File: src/rtl/y86_pkg.sv
// Shared Y86 constants, FSM encoding and memory-command payload for the data-memory access path.
package y86_pkg;

    localparam int unsigned WORD_W  = 64;
    localparam int unsigned ICODE_W = 4;

    localparam logic [ICODE_W-1:0] ICODE_RMMOVQ = 4'h4;
    localparam logic [ICODE_W-1:0] ICODE_MRMOVQ = 4'h5;
    localparam logic [ICODE_W-1:0] ICODE_CALL   = 4'h8;
    localparam logic [ICODE_W-1:0] ICODE_RET    = 4'h9;
    localparam logic [ICODE_W-1:0] ICODE_PUSHQ  = 4'hA;
    localparam logic [ICODE_W-1:0] ICODE_POPQ   = 4'hB;

    typedef enum logic [1:0] {
        ST_IDLE   = 2'd0,
        ST_ACCESS = 2'd1,
        ST_FINISH = 2'd2
    } state_e;

    typedef struct packed {
        logic              we;
        logic [WORD_W-1:0] addr;
        logic [WORD_W-1:0] wdata;
    } dmem_cmd_t;

endpackage

File: src/rtl/dmem_access_ctrl_if.sv
// Request/acknowledge bus between the memory-stage controller and the data memory.
interface dmem_access_ctrl_if;

    logic                           mem_req;
    logic                           mem_we;
    logic [y86_pkg::WORD_W-1:0]     mem_addr;
    logic [y86_pkg::WORD_W-1:0]     mem_wdata;
    logic [y86_pkg::WORD_W-1:0]     mem_rdata;
    logic                           mem_ack;

    modport master (
        output mem_req, mem_we, mem_addr, mem_wdata,
        input  mem_rdata, mem_ack
    );

    modport slave (
        input  mem_req, mem_we, mem_addr, mem_wdata,
        output mem_rdata, mem_ack
    );

endinterface

File: src/rtl/dmem_timeout_timer.sv
// Counts cycles while enabled; expire_c flags the last permitted cycle (count == TIMEOUT-1).
module dmem_timeout_timer #(
    parameter int unsigned TIMEOUT = 16
) (
    input  logic clk,
    input  logic rst_n,
    input  logic i_clear,
    input  logic i_enable,
    output logic o_expire_c
);

    localparam int unsigned CNT_W = (TIMEOUT > 2) ? $clog2(TIMEOUT) : 1;

    logic [CNT_W-1:0] r_count;

    always_ff @(posedge clk) begin
        if (!rst_n) begin
            r_count <= '0;
        end else if (i_clear) begin
            r_count <= '0;
        end else if (i_enable) begin
            r_count <= r_count + CNT_W'(1);
        end
    end

    assign o_expire_c = (r_count == CNT_W'(TIMEOUT - 1));

endmodule

File: src/rtl/dmem_access_ctrl.sv
// Y86 memory stage sequencer: decodes icode into a single read/write on a req/ack data memory
// with bounds check and ack timeout, returning valM/dmem_error with a one-cycle done pulse.
module dmem_access_ctrl
    import y86_pkg::*;
#(
    parameter int unsigned MEM_BYTES = 1024,
    parameter int unsigned TIMEOUT   = 16
) (
    input  logic                clk,
    input  logic                rst_n,
    input  logic                start,
    input  logic [ICODE_W-1:0]  icode,
    input  logic [WORD_W-1:0]   valA,
    input  logic [WORD_W-1:0]   valE,
    input  logic [WORD_W-1:0]   valP,
    output logic                busy,
    output logic                done,
    output logic [WORD_W-1:0]   valM,
    output logic                dmem_error,
    dmem_access_ctrl_if.master  mem
);

    state_e            r_state;
    logic              r_busy;
    logic              r_done;
    logic              r_req;
    logic              r_we;
    logic              r_err;
    logic [WORD_W-1:0] r_addr;
    logic [WORD_W-1:0] r_wdata;
    logic [WORD_W-1:0] r_valm;

    state_e            w_state_nxt;
    logic              w_busy_nxt;
    logic              w_done_nxt;
    logic              w_req_nxt;
    logic              w_we_nxt;
    logic              w_err_nxt;
    logic [WORD_W-1:0] w_addr_nxt;
    logic [WORD_W-1:0] w_wdata_nxt;
    logic [WORD_W-1:0] w_valm_nxt;

    dmem_cmd_t         w_cmd;
    logic              w_has_access;
    logic              w_oob;
    logic              w_tmr_clear;
    logic              w_tmr_en;
    logic              w_expire_c;

    // Access decode: which icodes touch memory, and where the address/data come from.
    always_comb begin
        w_cmd        = '0;
        w_has_access = 1'b0;
        case (icode)
            ICODE_RMMOVQ, ICODE_PUSHQ: begin
                w_has_access = 1'b1;
                w_cmd.we     = 1'b1;
                w_cmd.addr   = valE;
                w_cmd.wdata  = valA;
            end
            ICODE_CALL: begin
                w_has_access = 1'b1;
                w_cmd.we     = 1'b1;
                w_cmd.addr   = valE;
                w_cmd.wdata  = valP;
            end
            ICODE_MRMOVQ: begin
                w_has_access = 1'b1;
                w_cmd.addr   = valE;
            end
            ICODE_RET, ICODE_POPQ: begin
                w_has_access = 1'b1;
                w_cmd.addr   = valA;
            end
            default: begin
                w_has_access = 1'b0;
            end
        endcase
    end

    // 65-bit sum so addresses near 2^64 cannot wrap into range.
    assign w_oob = (({1'b0, w_cmd.addr} + 65'd8) > 65'(MEM_BYTES));

    dmem_timeout_timer #(
        .TIMEOUT (TIMEOUT)
    ) u_timer (
        .clk        (clk),
        .rst_n      (rst_n),
        .i_clear    (w_tmr_clear),
        .i_enable   (w_tmr_en),
        .o_expire_c (w_expire_c)
    );

    // Next-state and next-output logic; every output is registered below.
    always_comb begin
        w_state_nxt = r_state;
        w_busy_nxt  = r_busy;
        w_done_nxt  = 1'b0;
        w_req_nxt   = r_req;
        w_we_nxt    = r_we;
        w_err_nxt   = r_err;
        w_addr_nxt  = r_addr;
        w_wdata_nxt = r_wdata;
        w_valm_nxt  = r_valm;
        w_tmr_clear = 1'b1;
        w_tmr_en    = 1'b0;

        case (r_state)
            ST_IDLE: begin
                if (start) begin
                    w_busy_nxt = 1'b1;
                    w_valm_nxt = '0;
                    w_err_nxt  = 1'b0;
                    if (!w_has_access) begin
                        w_state_nxt = ST_FINISH;
                        w_done_nxt  = 1'b1;
                    end else if (w_oob) begin
                        w_state_nxt = ST_FINISH;
                        w_done_nxt  = 1'b1;
                        w_err_nxt   = 1'b1;
                    end else begin
                        w_state_nxt = ST_ACCESS;
                        w_req_nxt   = 1'b1;
                        w_we_nxt    = w_cmd.we;
                        w_addr_nxt  = w_cmd.addr;
                        w_wdata_nxt = w_cmd.wdata;
                    end
                end
            end

            ST_ACCESS: begin
                w_tmr_clear = 1'b0;
                w_tmr_en    = 1'b1;
                if (mem.mem_ack) begin
                    w_state_nxt = ST_FINISH;
                    w_done_nxt  = 1'b1;
                    w_req_nxt   = 1'b0;
                    if (!r_we) begin
                        w_valm_nxt = mem.mem_rdata;
                    end
                end else if (w_expire_c) begin
                    w_state_nxt = ST_FINISH;
                    w_done_nxt  = 1'b1;
                    w_req_nxt   = 1'b0;
                    w_err_nxt   = 1'b1;
                    w_valm_nxt  = '0;
                end
            end

            ST_FINISH: begin
                w_state_nxt = ST_IDLE;
                w_busy_nxt  = 1'b0;
            end

            default: begin
                w_state_nxt = ST_IDLE;
                w_busy_nxt  = 1'b0;
                w_req_nxt   = 1'b0;
            end
        endcase
    end

    always_ff @(posedge clk) begin
        if (!rst_n) begin
            r_state <= ST_IDLE;
            r_busy  <= 1'b0;
            r_done  <= 1'b0;
            r_req   <= 1'b0;
            r_we    <= 1'b0;
            r_err   <= 1'b0;
            r_addr  <= '0;
            r_wdata <= '0;
            r_valm  <= '0;
        end else begin
            r_state <= w_state_nxt;
            r_busy  <= w_busy_nxt;
            r_done  <= w_done_nxt;
            r_req   <= w_req_nxt;
            r_we    <= w_we_nxt;
            r_err   <= w_err_nxt;
            r_addr  <= w_addr_nxt;
            r_wdata <= w_wdata_nxt;
            r_valm  <= w_valm_nxt;
        end
    end

    assign busy          = r_busy;
    assign done          = r_done;
    assign valM          = r_valm;
    assign dmem_error    = r_err;
    assign mem.mem_req   = r_req;
    assign mem.mem_we    = r_we;
    assign mem.mem_addr  = r_addr;
    assign mem.mem_wdata = r_wdata;

endmodule

File: src/flat_wrapper.sv
// flat-port wrapper written by rule: the top's interface ports become plain ports
module dmem_access_ctrl_flat import y86_pkg::*;
#(
    parameter int unsigned MEM_BYTES = 1024,
    parameter int unsigned TIMEOUT   = 16
)
  (clk, rst_n, start, icode, valA, valE, valP, busy, done, valM, dmem_error, mem_mem_req, mem_mem_we, mem_mem_addr, mem_mem_wdata, mem_mem_rdata, mem_mem_ack);
  dmem_access_ctrl_if mem_i ();
  input  logic clk;
  input  logic rst_n;
  input  logic start;
  input  logic [ICODE_W-1:0] icode;
  input  logic [WORD_W-1:0] valA;
  input  logic [WORD_W-1:0] valE;
  input  logic [WORD_W-1:0] valP;
  output logic busy;
  output logic done;
  output logic [WORD_W-1:0] valM;
  output logic dmem_error;
  output wire logic [$bits(mem_i.mem_req)-1:0] mem_mem_req;
  output wire logic [$bits(mem_i.mem_we)-1:0] mem_mem_we;
  output wire logic [$bits(mem_i.mem_addr)-1:0] mem_mem_addr;
  output wire logic [$bits(mem_i.mem_wdata)-1:0] mem_mem_wdata;
  input wire logic [$bits(mem_i.mem_rdata)-1:0] mem_mem_rdata;
  input wire logic [$bits(mem_i.mem_ack)-1:0] mem_mem_ack;
  assign mem_mem_req = mem_i.mem_req;
  assign mem_mem_we = mem_i.mem_we;
  assign mem_mem_addr = mem_i.mem_addr;
  assign mem_mem_wdata = mem_i.mem_wdata;
  assign mem_i.mem_rdata = mem_mem_rdata;
  assign mem_i.mem_ack = mem_mem_ack;
  dmem_access_ctrl #(.MEM_BYTES(MEM_BYTES), .TIMEOUT(TIMEOUT)) u_core (.clk(clk), .rst_n(rst_n), .start(start), .icode(icode), .valA(valA), .valE(valE), .valP(valP), .busy(busy), .done(done), .valM(valM), .dmem_error(dmem_error), .mem(mem_i));
endmodule
File: config.mk
export PLATFORM = sky130hd
export DESIGN_NAME = dmem_access_ctrl_flat
export DESIGN_NICKNAME = d
export VERILOG_FILES = /design/src/rtl/y86_pkg.sv /design/src/rtl/dmem_access_ctrl_if.sv /design/src/rtl/dmem_timeout_timer.sv /design/src/rtl/dmem_access_ctrl.sv /design/src/flat_wrapper.sv
export SDC_FILE = /design/constraint.sdc
export NUM_CORES = 1
export LEC_CHECK = 0
export ABC_AREA = 0
export ABC_CLOCK_PERIOD_IN_PS = 6600
export CAP_MARGIN = 20
export CELL_PAD_IN_SITES_DETAIL_PLACEMENT = 2
export CELL_PAD_IN_SITES_GLOBAL_PLACEMENT = 2
export CORE_MARGIN = 5
export CORE_UTILIZATION = 25
export CTS_BUF_LIST = sky130_fd_sc_hd__clkbuf_8 sky130_fd_sc_hd__clkbuf_16
export CTS_CLUSTER_SIZE = 24
export DETAILED_ROUTE_END_ITERATION = 8
export PLACE_DENSITY = 0.94
export SYNTH_ARGS = -nofsm -noshare
export SYNTH_HDL_FRONTEND = slang
export SYNTH_HIERARCHICAL = 1
export SYNTH_SLANG_ARGS = --single-unit
File: constraint.sdc
create_clock -name clk -period 6.6 [get_ports clk]
set_input_delay 1.32 -clock clk [delete_from_list [all_inputs] [get_ports clk]]
set_output_delay 1.32 -clock clk [all_outputs]
set_load 0.02 [all_outputs]
# --- Word-level counts from Yosys, hierarchy flattened ---
# Index checks and enable logic that the tools add are counted.
totals:
  in_bits: 264
  wordCells: 81
  output_inout_bits: 197
  ff_bits: 203
classes:
  n_mux: 35
  eq_ne: 16
  add_sub_neg: 2
  order_cmp: 1
  bitwise: 3
  n_reduce_logical: 14
op_table:
  columns: ["cell", "count"]
  rows:
  - ["$pmux W64 S2", 3]
  - ["$mux W64", 4]
  - ["$add A64 B4 Y65 const B", 1]
  - ["$gt A65 B11 Y1 const B", 1]
  - ["$eq A4 B4 Y1 const B", 5]
  - ["$mux W1", 18]
  - ["$reduce_and A4 Y1", 3]
  - ["$mux W2", 5]
  - ["$eq A4 B3 Y1 const B", 2]
  - ["$ne A2 B2 Y1 const B", 4]
  - ["$ne A3 B3 Y1 const B", 2]
  - ["$pmux W1 S2", 3]
  - ["$reduce_and A2 Y1", 3]
  - ["$reduce_or A6 Y1", 1]
  - ["$reduce_and A5 Y1", 1]
  - ["$add A4 B1 Y4 const B", 1]
  - ["$pmux W2 S2", 1]
  - ["$reduce_or A2 Y1", 2]
  - ["$reduce_or A4 Y1", 1]
  - ["$not A1 Y1", 3]
  - ["$pmux W1 S3", 1]
  - ["$reduce_or A3 Y1", 1]
  - ["$eq A2 B1 Y1 const B", 1]
  - ["$eq A2 B2 Y1 const B", 1]
  - ["other kinds (3)", 3]

# --- Longest topological paths before layout ---
# Gate-level depths: netlist (run 1).
depth:
  ltp_word: 9
  mapped_depth: 19
  ltp_nobuf: 12

# --- Hierarchy ---
# The synthesis (run 1) kept the hierarchy.
modules_own_cells:
  columns: ["module", "seq_area_each_um2", "area_each_um2", "cells_each", "n_inst"]
  rows:
  - ["dmem_access_ctrl", 3983.8, 11319.6, 1346, 1]
  - ["dmem_timeout_timer", 80.1, 188.9, 18, 1]

# --- Worst setup path before layout (run 1) ---
# No wires, ideal clock.
synth_path:
  path_kind: "in2reg"
  start: "input port icode[3]"
  end: "register u_core.r_addr[10], in the netlist u_core/mem.mem_addr[10]"
  path_stages: 17
  path_buffers: 6
  t_required_ns: 6.476
  t_arrival_ns: 5.201
  path_slack_ns: 1.275
  setup_ns: 0.124
  path_cell_list: "buf_4 > nor3b_4 > buf_4 > buf_4 > o21ai_0 > a2111oi_0 > nand3_1 > or2_2 > nor4_1 > mux2i_1 > nand4_1 > or4_1 > buf_2 > buf_6 > buf_6 > o31ai_1 > a21oi_1"
synth_via:
  elab_chain_cells: 7
  elab_cells_between_ends: 15
  cone_classes: "add/sub (1); order compare (1); eq/ne (6); mux (2); bitwise (1); reduce/logical (4)"
synth_rtl:
  columns: ["item", "line_no", "rtl"]
  rows:
  - ["from (decl)", "flat_wrapper.sv:12", "input logic [ICODE_W-1:0] icode;"]
  - ["$eq A4 B3 Y1 / $eq A4 B4 Y1 (equally long branches)", "dmem_access_ctrl.sv:54", "case (icode)"]
  - ["$reduce_or A4 Y1 (no line) / $reduce_or A2 Y1 (equally long branches)", null, null]
  - ["$pmux W64 S2", "dmem_access_ctrl.sv:54", null]
  - ["$add A64 B4 Y65", "dmem_access_ctrl.sv:82", "assign w_oob = (({1'b0, w_cmd.addr} + 65'd8) > 65'(MEM_BYTES));"]
  - ["$gt A65 B11 Y1", "dmem_access_ctrl.sv:82", null]
  - ["$not A1 Y1 (no line)", null, null]
  - ["$reduce_and A4 Y1 (no line)", null, null]
  - ["to (signal assigned)", "dmem_access_ctrl.sv:181", "r_addr <= w_addr_nxt;"]
  - ["to (decl)", "dmem_access_ctrl.sv:29", "logic [WORD_W-1:0] r_addr;"]
# Parallel ways exist; a longest one is shown, timed or not.
# A chain may end at the register's enable or synchronous reset.

# --- Worst setup path after layout (run 1) ---
layout_path:
  start: "input port icode[1]"
  end: "register u_core.r_wdata[40], in the netlist u_core/mem.mem_wdata[40]"
layout_via:
  elab_chain_cells: 7
  elab_cells_between_ends: 17
  cone_classes: "add/sub (1); order compare (1); eq/ne (6); mux (3); bitwise (1); reduce/logical (5)"
layout_rtl:
  columns: ["item", "line_no", "rtl"]
  rows:
  - ["$eq A4 B3 Y1 / $eq A4 B4 Y1 (equally long branches)", "dmem_access_ctrl.sv:54", null]
  - ["$reduce_or A4 Y1 (no line) / $reduce_or A2 Y1 (equally long branches)", null, null]
  - ["$pmux W64 S2", "dmem_access_ctrl.sv:54", null]
  - ["$add A64 B4 Y65", "dmem_access_ctrl.sv:82", null]
  - ["$gt A65 B11 Y1", "dmem_access_ctrl.sv:82", null]
  - ["$not A1 Y1 (no line)", null, null]
  - ["$reduce_and A4 Y1 (no line)", null, null]
  - ["to (signal assigned)", "dmem_access_ctrl.sv:182", "r_wdata <= w_wdata_nxt;"]
  - ["to (decl)", "dmem_access_ctrl.sv:30", "logic [WORD_W-1:0] r_wdata;"]
# Parallel ways exist; a longest one is shown, timed or not.

==> results of run 1 <==
-- power breakdown --
group	internal (mW)	switching, mW
clock	0.859	0.609
sequential	1.23	0.00118
combinational	0.255	0.259
-- state kept, by name, indices dropped and copies added (netlist names) --
signal and flops:
u_core/mem.mem_addr 64, u_core/mem.mem_wdata 64, u_core/valM 64, u_core/u_timer/r_count 4, u_core/r_state 2, u_core/busy 1
u_core/dmem_error 1, u_core/done 1, u_core/mem.mem_req 1, u_core/mem.mem_we 1
-- cell usage in the layout (no fill, tap or decap), types with 4 or more instances in the layout --
cell,n
nor4_1,22
nand4_1,10
o41ai_1,7
xor2_1,8
xnor2_1,17
inv_1,82
and4b_1,47
nand4b_1,4
mux2i_1,12
diode_2,9
a211oi_1,44
nor3_1,14
a22oi_1,4
dfxtp_1,203
nand2_1,116
a21o_1,12
and2_1,4
and3_1,65
buf_4,59
or4_1,5
nor2_1,27
nor2b_1,6
nand2b_1,5
clkbuf_16,27
a21boi_0,65
clkinv_2,5
clkdlybuf4s50_1,456
o21ai_0,16
a2111oi_0,4
buf_12,4
o22ai_1,6
o31ai_1,75
a221o_1,64
nor4bb_1,37
a21oi_1,87
nand3_1,81
and4bb_2,9
-- final timing paths --
| check | startpoint | endpoint | slack (ns) | cells past startpoint |
|---|---|---|---|---|
| worst min register to register | u_core/mem.mem_wdata[60]$_SDFFE_PN0P_ | u_core/mem.mem_wdata[60]$_SDFFE_PN0P_ | 0.45 | 2 |
| worst max register to register | u_core/r_state[0]$_SDFFE_PN0P_ | u_core/mem.mem_wdata[15]$_SDFFE_PN0P_ | 3.62 | 6 |
| worst min-delay path | u_core/mem.mem_wdata[60]$_SDFFE_PN0P_ | u_core/mem.mem_wdata[60]$_SDFFE_PN0P_ | 0.45 | 2 |
| worst max-delay path | icode[1] | u_core/mem.mem_wdata[40]$_SDFFE_PN0P_ | 0.79 | 15 |
-- cell families (layout without fill, tap and decap cells) --
| family | Yosys count | in the layout | share of synthesized area (%) |
|---|---|---|---|
| AOI/OAI and AO/OA | 413 | 413 | 26.5 |
| xor gates and xnor gates | 25 | 25 | 1.90 |
| adders and majority gates | 2 | 2 | 0.217 |
| buffers and inverters | 214 | 645 | 7.78 |
| DFF | 203 | 203 | 35.3 |
| muxes | 14 | 14 | 1.24 |
| other | 0 | 9 | 0 |
| and+or+nand+nor | 493 | 493 | 27.0 |
-- worst min-delay path, stage by stage, from the launching register on --
cell     delay (ns)
dfxtp_1        0.31
inv_1          0.05
a21oi_1        0.05
-- metrics by stage --
stage / std cells / power (mW) / util, %
after floorplan: 1364 / 1.48 / -
after global placement: 2348 / 1.75 / 37.0
after detailed placement: 2348 / 1.77 / 37.0
after CTS: 2395 / 3.25 / 38.9
after global routing: 2404 / 3.32 / 38.9
final: 2404 / 3.21 / 38.9
-- final cells by class --
cell class	instances	area, um^2
multi-input cells	947	6600
well taps	600	751
clock buffers	30	717
inverters	78	293
clock inverters	17	160
flip-flops and latches	203	4060
diodes	9	22.5
fillers	4996	27800
repair buffers	520	5100
-- per-layer routing --
layer,track usage [%],vias up,part of all wire [%]
met2,42.1,405,51
met1,26.0,6520,39
met4,8.68,14,3.6
li1,-,5964,-
met3,5.91,118,6.7
met5,0,-,0.13
==> impl_metrics.csv, run 1 <==
group,metric,value,unit
setup_path,crit_fanout,41,
sta,clock_skew,0.0156,ns
place,gp_congestion,0.921,
power_and_ir_drop,leakage,6.24,nW
setup_path,path_class,"in2reg",
synthesis,synth_cells,1364,
synthesis,async_flop_share,0,%
place,place_area,0.0168,mm^2
synthesis,synth_cell_types,76,
synthesis,synth.area.top_cells,"dfxtp_1 (35%), a221o_1 (5.6%), o31ai_1 (4.9%), a21boi_0 (4.2%), and4b_1 (4.1%)",
synthesis,yosysWarnings,6,
drt,drtPass1Iterations,4,
clocking,clk_latency,0.56,ns
synthesis,synth.avg_cell_area,8.44,um^2
place,dp_hpwl,47.6,mm
setup_path,crit_path_end_kind,"flop",
power_and_ir_drop,vdd_ir_drop_max,0.000196,V
floorplan,dieArea,0.0504,mm^2
setup_path,critPathMostFrequentCell,"buf_12",
synthesis,yosys.area.top_type,"dfxtp_1",
global_routing,grt_pass1_vias,14100,
floorplan,start_util,25.3,%
flow_run,drv_cap,0,
floorplan,die_w,225,um
sta,fin_crit_sh,88.0,%
global_routing,antenna_found_initial,16,
sta,setup_viol,0,
setup_path,cp_top_family,"simple AND/OR/NAND/NOR gates",
place,io_buffers,460,
synthesis,yosysTopAreaCellShare,35.3,%
drt,drtIter0Drc,680,
sta,max_slew_margin,27.8,%
finish,nets,2043,
floorplan,core-area,0.0455,mm^2
drt,ant_nets,0,
sta,finalMaxSlewViolations,0,
sta,grt_setup_unrepaired,"no",
drt,drc,0,
sta,tns,0,ns
drt,num_vias,13000,
clocking,cts_tree,"done",
drt,drt_wl_total,62.8,mm
floorplan,rows,78,
clocking,ctsHtreeMaxLevel,1,
synthesis,synth.most_common_cell,"dfxtp_1",
synthesis,syn_area,0.0115,mm^2
finish,design_area,0.0177,mm^2
global_routing,grt_max_degree,123,
global_routing,grt_pass1_wl,91.6,mm
sta,layout_min_cycle_time,5.81,ns
setup_path,path_cells,"clkdlybuf4s50_1 > nor3b_4 > buf_12 > a211oi_1 > buf_4 > nor3_1 > nand2_1 > or4_1 > nor4_1 > mux2i_1 > nand4_1 > or4_4 > buf_12 > o31ai_1 > a21oi_1",
global_routing,grt_use_total,23.1,%
drt,routedWlPerCell,26.1,um
sta,fin_hold_ws,0.451,ns
place,pre_cts_ws,0.235,ns
floorplan,ios,461,
clocking,cts_resized,0,
synthesis,synthTopCellsByCount,"dfxtp_1 (203), nand2_1 (117), clkbuf_1 (95)",
status,status,"finished clean",
sta,tightest_slew,1.08,ns
global_routing,overflow,0,
setup_path,critical-path-max-stage-delay,0.82,ns
clocking,clk_path_buf_depth,3,
floorplan,die_y,225,um
finish,drive_above_1_share,8.25,%
sta,max_freq,172,MHz
clocking,clock-sinks,203,
sta,setup_ws,0.792,ns
synthesis,synth-seq-area-share,35.3,%
clocking,clk_transition_reported_paths,0.06,ns
synthesis,synthFlopType,"dfxtp_1",
finish,area_delta_synth_final,53.9,%
setup_path,cp.arrival,6.24,ns
clocking,hold_buffers,0,
setup_path,crit_buf_inv,4,
hold_path,hold_class,"reg2reg",
synthesis,ys_seq_elements,203,
clocking,cts-root-buf,"clkbuf_16",
power_and_ir_drop,power.density,181,mW/mm^2
setup_path,critPathLaunchType,"input port",
clocking,numCtsBuffers,27,
synthesis,syn-num-nets,1630,
synthesis,synth_edf_count,0,
setup_path,crit_required,7.03,ns
sta,hold_viol,0,
clocking,cts_setup_buffers,0,
drt,viasPerCell,5.42,
setup_path,cp_slowest_cell,"or4_4",
(Power assumes the default switching activity.)
==> run 2, diff against run 1 <==
SLEW_MARGIN = 20   (was unset)
==> results of run 2 <==
Final layout, timing and power as in run 1 (identical DEF).
